[src/rtl/digit_code_converter_if.sv]
// Handshake/data bundle for digit_code_converter.
//   in_valid/in_ready : word handshake toward the converter
//   din               : NDIGITS digits in 8,4,-2,-1 code, digit NDIGITS-1 is MSD
//   mode              : 0 BCD, 1 per-digit Gray, 2 binary value, 3 reserved
//   out_valid/out_ready : result handshake from the converter
//   dout/err          : converted word and invalid-code/reserved-mode flag
// master = producer/consumer side, slave = converter side.
interface digit_code_converter_if #(
  parameter int NDIGITS = 4
);
  localparam int W = 4 * NDIGITS;

  logic         in_valid;
  logic         in_ready;
  logic [W-1:0] din;
  logic [1:0]   mode;
  logic         out_valid;
  logic         out_ready;
  logic [W-1:0] dout;
  logic         err;

  modport master (
    output in_valid, din, mode, out_ready,
    input  in_ready, out_valid, dout, err
  );

  modport slave (
    input  in_valid, din, mode, out_ready,
    output in_ready, out_valid, dout, err
  );
endinterface

[src/rtl/digit_code_converter.sv]
// Converts a word of NDIGITS decimal digits in 8,4,-2,-1 code into per-digit
// BCD, per-digit Gray, or the binary value of the whole number, one digit per
// cycle, MSD first.
// Ports:
//   clk   : single clock, rising edge
//   rst_n : synchronous active-low reset
//   bus   : digit_code_converter_if.slave (in_valid/in_ready/din/mode,
//           out_valid/out_ready/dout/err)
module digit_code_converter #(
  parameter int NDIGITS = 4
) (
  input logic                  clk,
  input logic                  rst_n,
  digit_code_converter_if.slave bus
);

  localparam int W  = 4 * NDIGITS;
  localparam int IW = (NDIGITS > 1) ? $clog2(NDIGITS) : 1;

  typedef enum logic [1:0] {
    IDLE,
    CONV,
    DONE
  } state_t;

  state_t        state_q, state_d;
  logic [W-1:0]  din_q;
  logic [1:0]    mode_q;
  logic [W-1:0]  acc_q, acc_d;
  logic          err_acc_q, err_d;
  logic [IW-1:0] idx_q;
  logic [W-1:0]  dout_q;
  logic          err_q;
  logic [W-1:0]  result;

  logic [3:0]    cur_code;
  logic          dig_ok;
  logic [3:0]    dig_val;
  logic [3:0]    dig_out;

  // {legal, value} for one 8,4,-2,-1 digit code
  function automatic logic [4:0] decode(input logic [3:0] c);
    case (c)
      4'b0000: decode = {1'b1, 4'd0};
      4'b0111: decode = {1'b1, 4'd1};
      4'b0110: decode = {1'b1, 4'd2};
      4'b0101: decode = {1'b1, 4'd3};
      4'b0100: decode = {1'b1, 4'd4};
      4'b1011: decode = {1'b1, 4'd5};
      4'b1010: decode = {1'b1, 4'd6};
      4'b1001: decode = {1'b1, 4'd7};
      4'b1000: decode = {1'b1, 4'd8};
      4'b1111: decode = {1'b1, 4'd9};
      default: decode = {1'b0, 4'd0};
    endcase
  endfunction

  // State register
  always_ff @(posedge clk) begin
    if (!rst_n) state_q <= IDLE;
    else        state_q <= state_d;
  end

  // Next state and handshake outputs
  always_comb begin
    state_d       = state_q;
    bus.in_ready  = 1'b0;
    bus.out_valid = 1'b0;
    case (state_q)
      IDLE: begin
        bus.in_ready = 1'b1;
        if (bus.in_valid) state_d = CONV;
      end
      CONV: begin
        if (idx_q == '0) state_d = DONE;
      end
      DONE: begin
        bus.out_valid = 1'b1;
        if (bus.out_ready) state_d = IDLE;
      end
      default: state_d = IDLE;
    endcase
  end

  // One conversion step on the digit selected by idx_q
  always_comb begin
    cur_code          = din_q[idx_q*4 +: 4];
    {dig_ok, dig_val} = decode(cur_code);
    dig_out           = 4'hF;
    acc_d             = acc_q;
    err_d             = err_acc_q | ~dig_ok | (mode_q == 2'd3);
    case (mode_q)
      2'd0: begin
        if (dig_ok) dig_out = dig_val;
        acc_d[idx_q*4 +: 4] = dig_out;
      end
      2'd1: begin
        if (dig_ok) dig_out = dig_val ^ (dig_val >> 1);
        acc_d[idx_q*4 +: 4] = dig_out;
      end
      2'd2: begin
        acc_d = acc_q * W'(10) + W'(dig_val);
      end
      default: acc_d = '0;
    endcase
    // Binary mode with any bad digit, and the reserved mode, report zero
    if ((mode_q == 2'd3) || ((mode_q == 2'd2) && err_d)) result = '0;
    else                                                 result = acc_d;
  end

  // Datapath registers
  always_ff @(posedge clk) begin
    if (!rst_n) begin
      din_q     <= '0;
      mode_q    <= '0;
      acc_q     <= '0;
      err_acc_q <= 1'b0;
      idx_q     <= '0;
      dout_q    <= '0;
      err_q     <= 1'b0;
    end else begin
      case (state_q)
        IDLE: begin
          if (bus.in_valid) begin
            din_q     <= bus.din;
            mode_q    <= bus.mode;
            acc_q     <= '0;
            err_acc_q <= 1'b0;
            err_q     <= 1'b0;
            idx_q     <= IW'(NDIGITS - 1);
          end
        end
        CONV: begin
          acc_q     <= acc_d;
          err_acc_q <= err_d;
          if (idx_q == '0) begin
            dout_q <= result;
            err_q  <= err_d;
          end else begin
            idx_q <= idx_q - 1'b1;
          end
        end
        default: ;
      endcase
    end
  end

  assign bus.dout = dout_q;
  assign bus.err  = err_q;

endmodule

[src/flat_wrapper.sv]
// flat-port wrapper written by rule: the top's interface ports become plain ports
module digit_code_converter_flat 
#(
  parameter int NDIGITS = 4
)
  (clk, rst_n, bus_in_valid, bus_din, bus_mode, bus_out_ready, bus_in_ready, bus_out_valid, bus_dout, bus_err);
  digit_code_converter_if #(.NDIGITS(NDIGITS)) bus_i ();
  input logic clk;
  input logic rst_n;
  input wire logic [$bits(bus_i.in_valid)-1:0] bus_in_valid;
  input wire logic [$bits(bus_i.din)-1:0] bus_din;
  input wire logic [$bits(bus_i.mode)-1:0] bus_mode;
  input wire logic [$bits(bus_i.out_ready)-1:0] bus_out_ready;
  output wire logic [$bits(bus_i.in_ready)-1:0] bus_in_ready;
  output wire logic [$bits(bus_i.out_valid)-1:0] bus_out_valid;
  output wire logic [$bits(bus_i.dout)-1:0] bus_dout;
  output wire logic [$bits(bus_i.err)-1:0] bus_err;
  assign bus_i.in_valid = bus_in_valid;
  assign bus_i.din = bus_din;
  assign bus_i.mode = bus_mode;
  assign bus_i.out_ready = bus_out_ready;
  assign bus_in_ready = bus_i.in_ready;
  assign bus_out_valid = bus_i.out_valid;
  assign bus_dout = bus_i.dout;
  assign bus_err = bus_i.err;
  digit_code_converter #(.NDIGITS(NDIGITS)) u_core (.clk(clk), .rst_n(rst_n), .bus(bus_i));
endmodule
[config.mk]
export PLATFORM = sky130hd
export DESIGN_NAME = digit_code_converter_flat
export DESIGN_NICKNAME = d
export VERILOG_FILES = /design/src/rtl/digit_code_converter_if.sv /design/src/rtl/digit_code_converter.sv /design/src/flat_wrapper.sv
export SDC_FILE = /design/constraint.sdc
export NUM_CORES = 1
export LEC_CHECK = 0
export CAP_MARGIN = 20
export CORE_MARGIN = 2
export CORE_UTILIZATION = 25
export DETAILED_ROUTE_END_ITERATION = 8
export PLACE_DENSITY = 0.49
export SETUP_SLACK_MARGIN = 0.3
export SLEW_MARGIN = 40
export SYNTH_ARGS = -nofsm -noshare
export SYNTH_HDL_FRONTEND = slang
export SYNTH_SLANG_ARGS = --single-unit
[constraint.sdc]
create_clock -name clk -period 4.6 [get_ports clk]
set_input_delay 0.92 -clock clk [delete_from_list [all_inputs] [get_ports clk]]
set_output_delay 0.92 -clock clk [all_outputs]
set_load 0.01 [all_outputs]
==> results.sh <==
export IMPL_period_share_pct=83.57
export IMPL_drtPass1Iterations=4
export IMPL_ant_nets=0
export IMPL_start_util_pct=25.71
export IMPL_cts_resized=0
export IMPL_grt_pass1_wl_mm=16.99
export IMPL_final_common_cell="nand2_1"
export IMPL_grt_setup_unrepaired="no"
export IMPL_clock_sinks=56
export IMPL_grt_max_degree=51
export IMPL_regArea_mm2=0.001122
export IMPL_via_count=3291
export IMPL_cp_arrival_ns=4.03
export IMPL_cp_top_family="simple AND/OR/NAND/NOR gates"
export IMPL_fin_crit_ns=3.844
export IMPL_hold_viol=0
export IMPL_antennaDiodeCount=0
export IMPL_grt_overflow_total=0
export IMPL_synth_area_leaders="dfxtp_1 (29%), ha_1 (11%), nand2_1 (6.4%)"
export IMPL_worst_slew_pin_slew_ns=0.6728
export IMPL_drv_cap=0
export IMPL_drt_total_wl_mm=10.25
export IMPL_syn_area_mm2=0.003923
export IMPL_cts_tree="done"
export IMPL_cp_slowest_cell="dfxtp_1"
export IMPL_drt_iter0_drc=227
export IMPL_criticalPathCategory="reg -> reg"
export IMPL_synth_seq_cells=56
export IMPL_syn_inst=451
export IMPL_ff2ff_path_depth=15
export IMPL_worstPathCellList="mux4_2 -> inv_1 -> ha_1 -> nand2_1 -> o21ai_0 -> inv_1 -> fa_1 -> nor2b_1 -> o21a_1 -> nand2_1 -> nor4b_2 -> nand3_1 -> xnor2_1 -> o22a_1 -> o21ai_1"
export IMPL_min_from="u_core.bus.dout[6]$_SDFFE_PN0P_"
export IMPL_reg2reg_from="u_core.idx_q[0]$_SDFFE_PN0P_"
export IMPL_syn2layout_area_growth_pct=18.25
export IMPL_slew_violations=0
export IMPL_fin_area_mm2=0.004638
export IMPL_dpl_cell_area_mm2=0.004481
export IMPL_postCtsSetupBuffers=0
export IMPL_synth_edff_count=0
export IMPL_r2r_end="u_core.bus.dout[15]$_SDFFE_PN0P_"
export IMPL_antenna_found_initial=0
export IMPL_cp_max_fo=11
export IMPL_hold_path_endpoint="u_core.bus.dout[6]$_SDFFE_PN0P_"
export IMPL_ys_types=71
export IMPL_clk_path_buf_depth=2
export IMPL_layoutNonFillerInstCount=685
export IMPL_synth_main_ff_cell="dfxtp_1"
export IMPL_status="finished clean"
export IMPL_cts_clk_slew_worst_paths_ns=0.07
export IMPL_clock_skew_ns=0.009231
export IMPL_critPathMaxStageDelay_ns=0.63
export IMPL_power_leakage_uw=0.001756
export IMPL_final_cell_mix="nand2_1 (67), dfxtp_1 (55), clkdlybuf4s50_1 (39)"
export IMPL_p_per_area_mw_per_mm2=273.1
export IMPL_fp_row_count=45
export IMPL_wire_per_inst_um=14.96
export IMPL_h_tree_depth=2
export IMPL_core_area_mm2=0.01526
export IMPL_fmax_mhz=260.1
export IMPL_cp_depth=15
export IMPL_layout_nets=533
export IMPL_fill_cells=1643
export IMPL_setup_viol=0
export IMPL_die_x_um=129.3
export IMPL_yosysWarnings=0
export IMPL_route_detailed_drc=0
export IMPL_cts_hold_buf=0
export IMPL_clockRootBuffer="clkbuf_16"
export IMPL_grt_usage_pct=12.62
export IMPL_relSlewSlack_pct=54.77
export IMPL_ys_seq_area_share_pct=28.58
export IMPL_numCtsBuffers=5
export IMPL_dieArea_mm2=0.01671
export IMPL_worstSkewPairLatency_ns=0.30
export IMPL_dp_cells=679
export IMPL_syn_nets=509
export IMPL_crit_path_start_kind="flip-flop"
export IMPL_ys_async_sr_fraction_pct=0
export IMPL_cp_required_ns=4.78
export IMPL_hold_path_class="reg -> reg"
export IMPL_crit_start="u_core.idx_q[0]$_SDFFE_PN0P_"
export IMPL_crit_path_end_kind="flip-flop"
export IMPL_yosysTopAreaCellShare_pct=28.58
export IMPL_die_height_um=129.3
export IMPL_gp_congestion=0.8417
export IMPL_drive_above_1_share_pct=8.228
export IMPL_cp_num_buf_inv=2
export IMPL_whs_path_depth=2
export IMPL_pin_count=41
export IMPL_grt_pass1_vias=3316
export IMPL_setup_tns_ns=0
export IMPL_portBuffers=40
export IMPL_multiInputGateArea_mm2=0.002628
export IMPL_viasPerCell=4.804
export IMPL_syn_area_per_cell_um2=8.697
export IMPL_hpwl_mm=7.883
export IMPL_r2r_slack_ns=0.76
export IMPL_synth_top_cell_by_area="dfxtp_1"
export IMPL_ir_drop_mv=0.1370
-- cells by family (layout without fill, tap and decap cells) --
group,Yosys count,count (layout),synth area share (%)
flops,56,56,28.58
mux,4,4,2.297
fa+ha+maj,36,36,11.87
buf+inv,41,64,4.880
xor+xnor,27,27,6.220
simple gates,154,154,20.83
compound gates,133,133,25.33
-- Yosys cell counts (all sizes together), types with 6 or more instances --
cell type and number:
ha 34, a21oi 18, o21ai 22, inv 17, xor2 11, dfxtp 56
a21boi 31, nor2 8, xnor2 16, a22oi 11, nand3 18, nand4 6
and2 8, nand2 67, o22ai 6, nor2b 18, clkbuf 15, nand2b 6
buf 9
-- worst max-delay path by stage --
stage,endpoint,slack [ns]
floorplan,u_core.bus.dout[15]$_SDFFE_PN0P_,1.19
global placement,u_core.bus.dout[15]$_SDFFE_PN0P_,0.84
detailed placement,u_core.acc_q[15]$_SDFFE_PN0P_,0.71
CTS,u_core.bus.dout[15]$_SDFFE_PN0P_,0.69
global route,u_core.acc_q[15]$_SDFFE_PN0P_,0.39
finish,u_core.bus.dout[15]$_SDFFE_PN0P_,0.76
-- power breakdown --
group	switching, uW	total, uW	internal [uW]
logic	188	310	122
registers	27.4	532	505
clock network	173	424	251
-- state kept, by name, indices dropped and copies added, names as in the netlist --
| register | flops |
|---|---|
| u_core.acc_q | 16 |
| u_core.bus.dout | 16 |
| u_core.din_q | 16 |
| u_core.idx_q | 2 |
| u_core.mode_q | 2 |
| u_core.state_q | 2 |
| u_core.bus.err | 1 |
| u_core.err_acc_q | 1 |
-- per-stage QoR --
step | util, % | total power (uW) | hold slack (ns) | setup WS [ns]
finish | 30.40 | 1267 | 0.4510 | 0.7558
global route | 30.40 | 1337 | 0.4873 | 0.3865
CTS | 30.38 | 1284 | 0.4558 | 0.6909
detailed placement | 29.36 | 853.6 | 0.4458 | 0.7067
global placement | 29.24 | 845.2 | 0.4434 | 0.8403
floorplan | - | 760.3 | 0.4402 | 1.194
-- cell type report --
| class | count | area share [%] |
|---|---|---|
| repair buffers | 41 | 8.740 |
| flip-flops and latches | 56 | 24.20 |
| clock inverters | 1 | 0.6474 |
| multi-input cells | 354 | 56.65 |
| inverters | 17 | 1.376 |
| well taps | 211 | 5.692 |
| clock buffers | 5 | 2.698 |
-- layer usage --
layer / vias up / share of wire (%) / global-route usage [%]
li1: 1667 / - / -
met1: 1568 / 49 / 17.39
met2: 51 / 47 / 21.05
met3: 5 / 3.3 / 2.188
met4: 0 / 0.41 / 1.982
met5: - / 0 / 0
-- worst reg2reg max path: stages, from the launching register on --
cell     delay, ns
dfxtp_1       0.63
mux4_2        0.63
inv_1         0.12
ha_1          0.29
nand2_1       0.07
o21ai_0       0.11
inv_1         0.10
fa_1          0.44
nor2b_1       0.13
o21a_1        0.20
nand2_1       0.10
nor4b_2       0.34
nand3_1       0.14
xnor2_1       0.19
o22a_1        0.19
o21ai_1       0.06
Note: power is estimated with default switching activity, not from simulation.
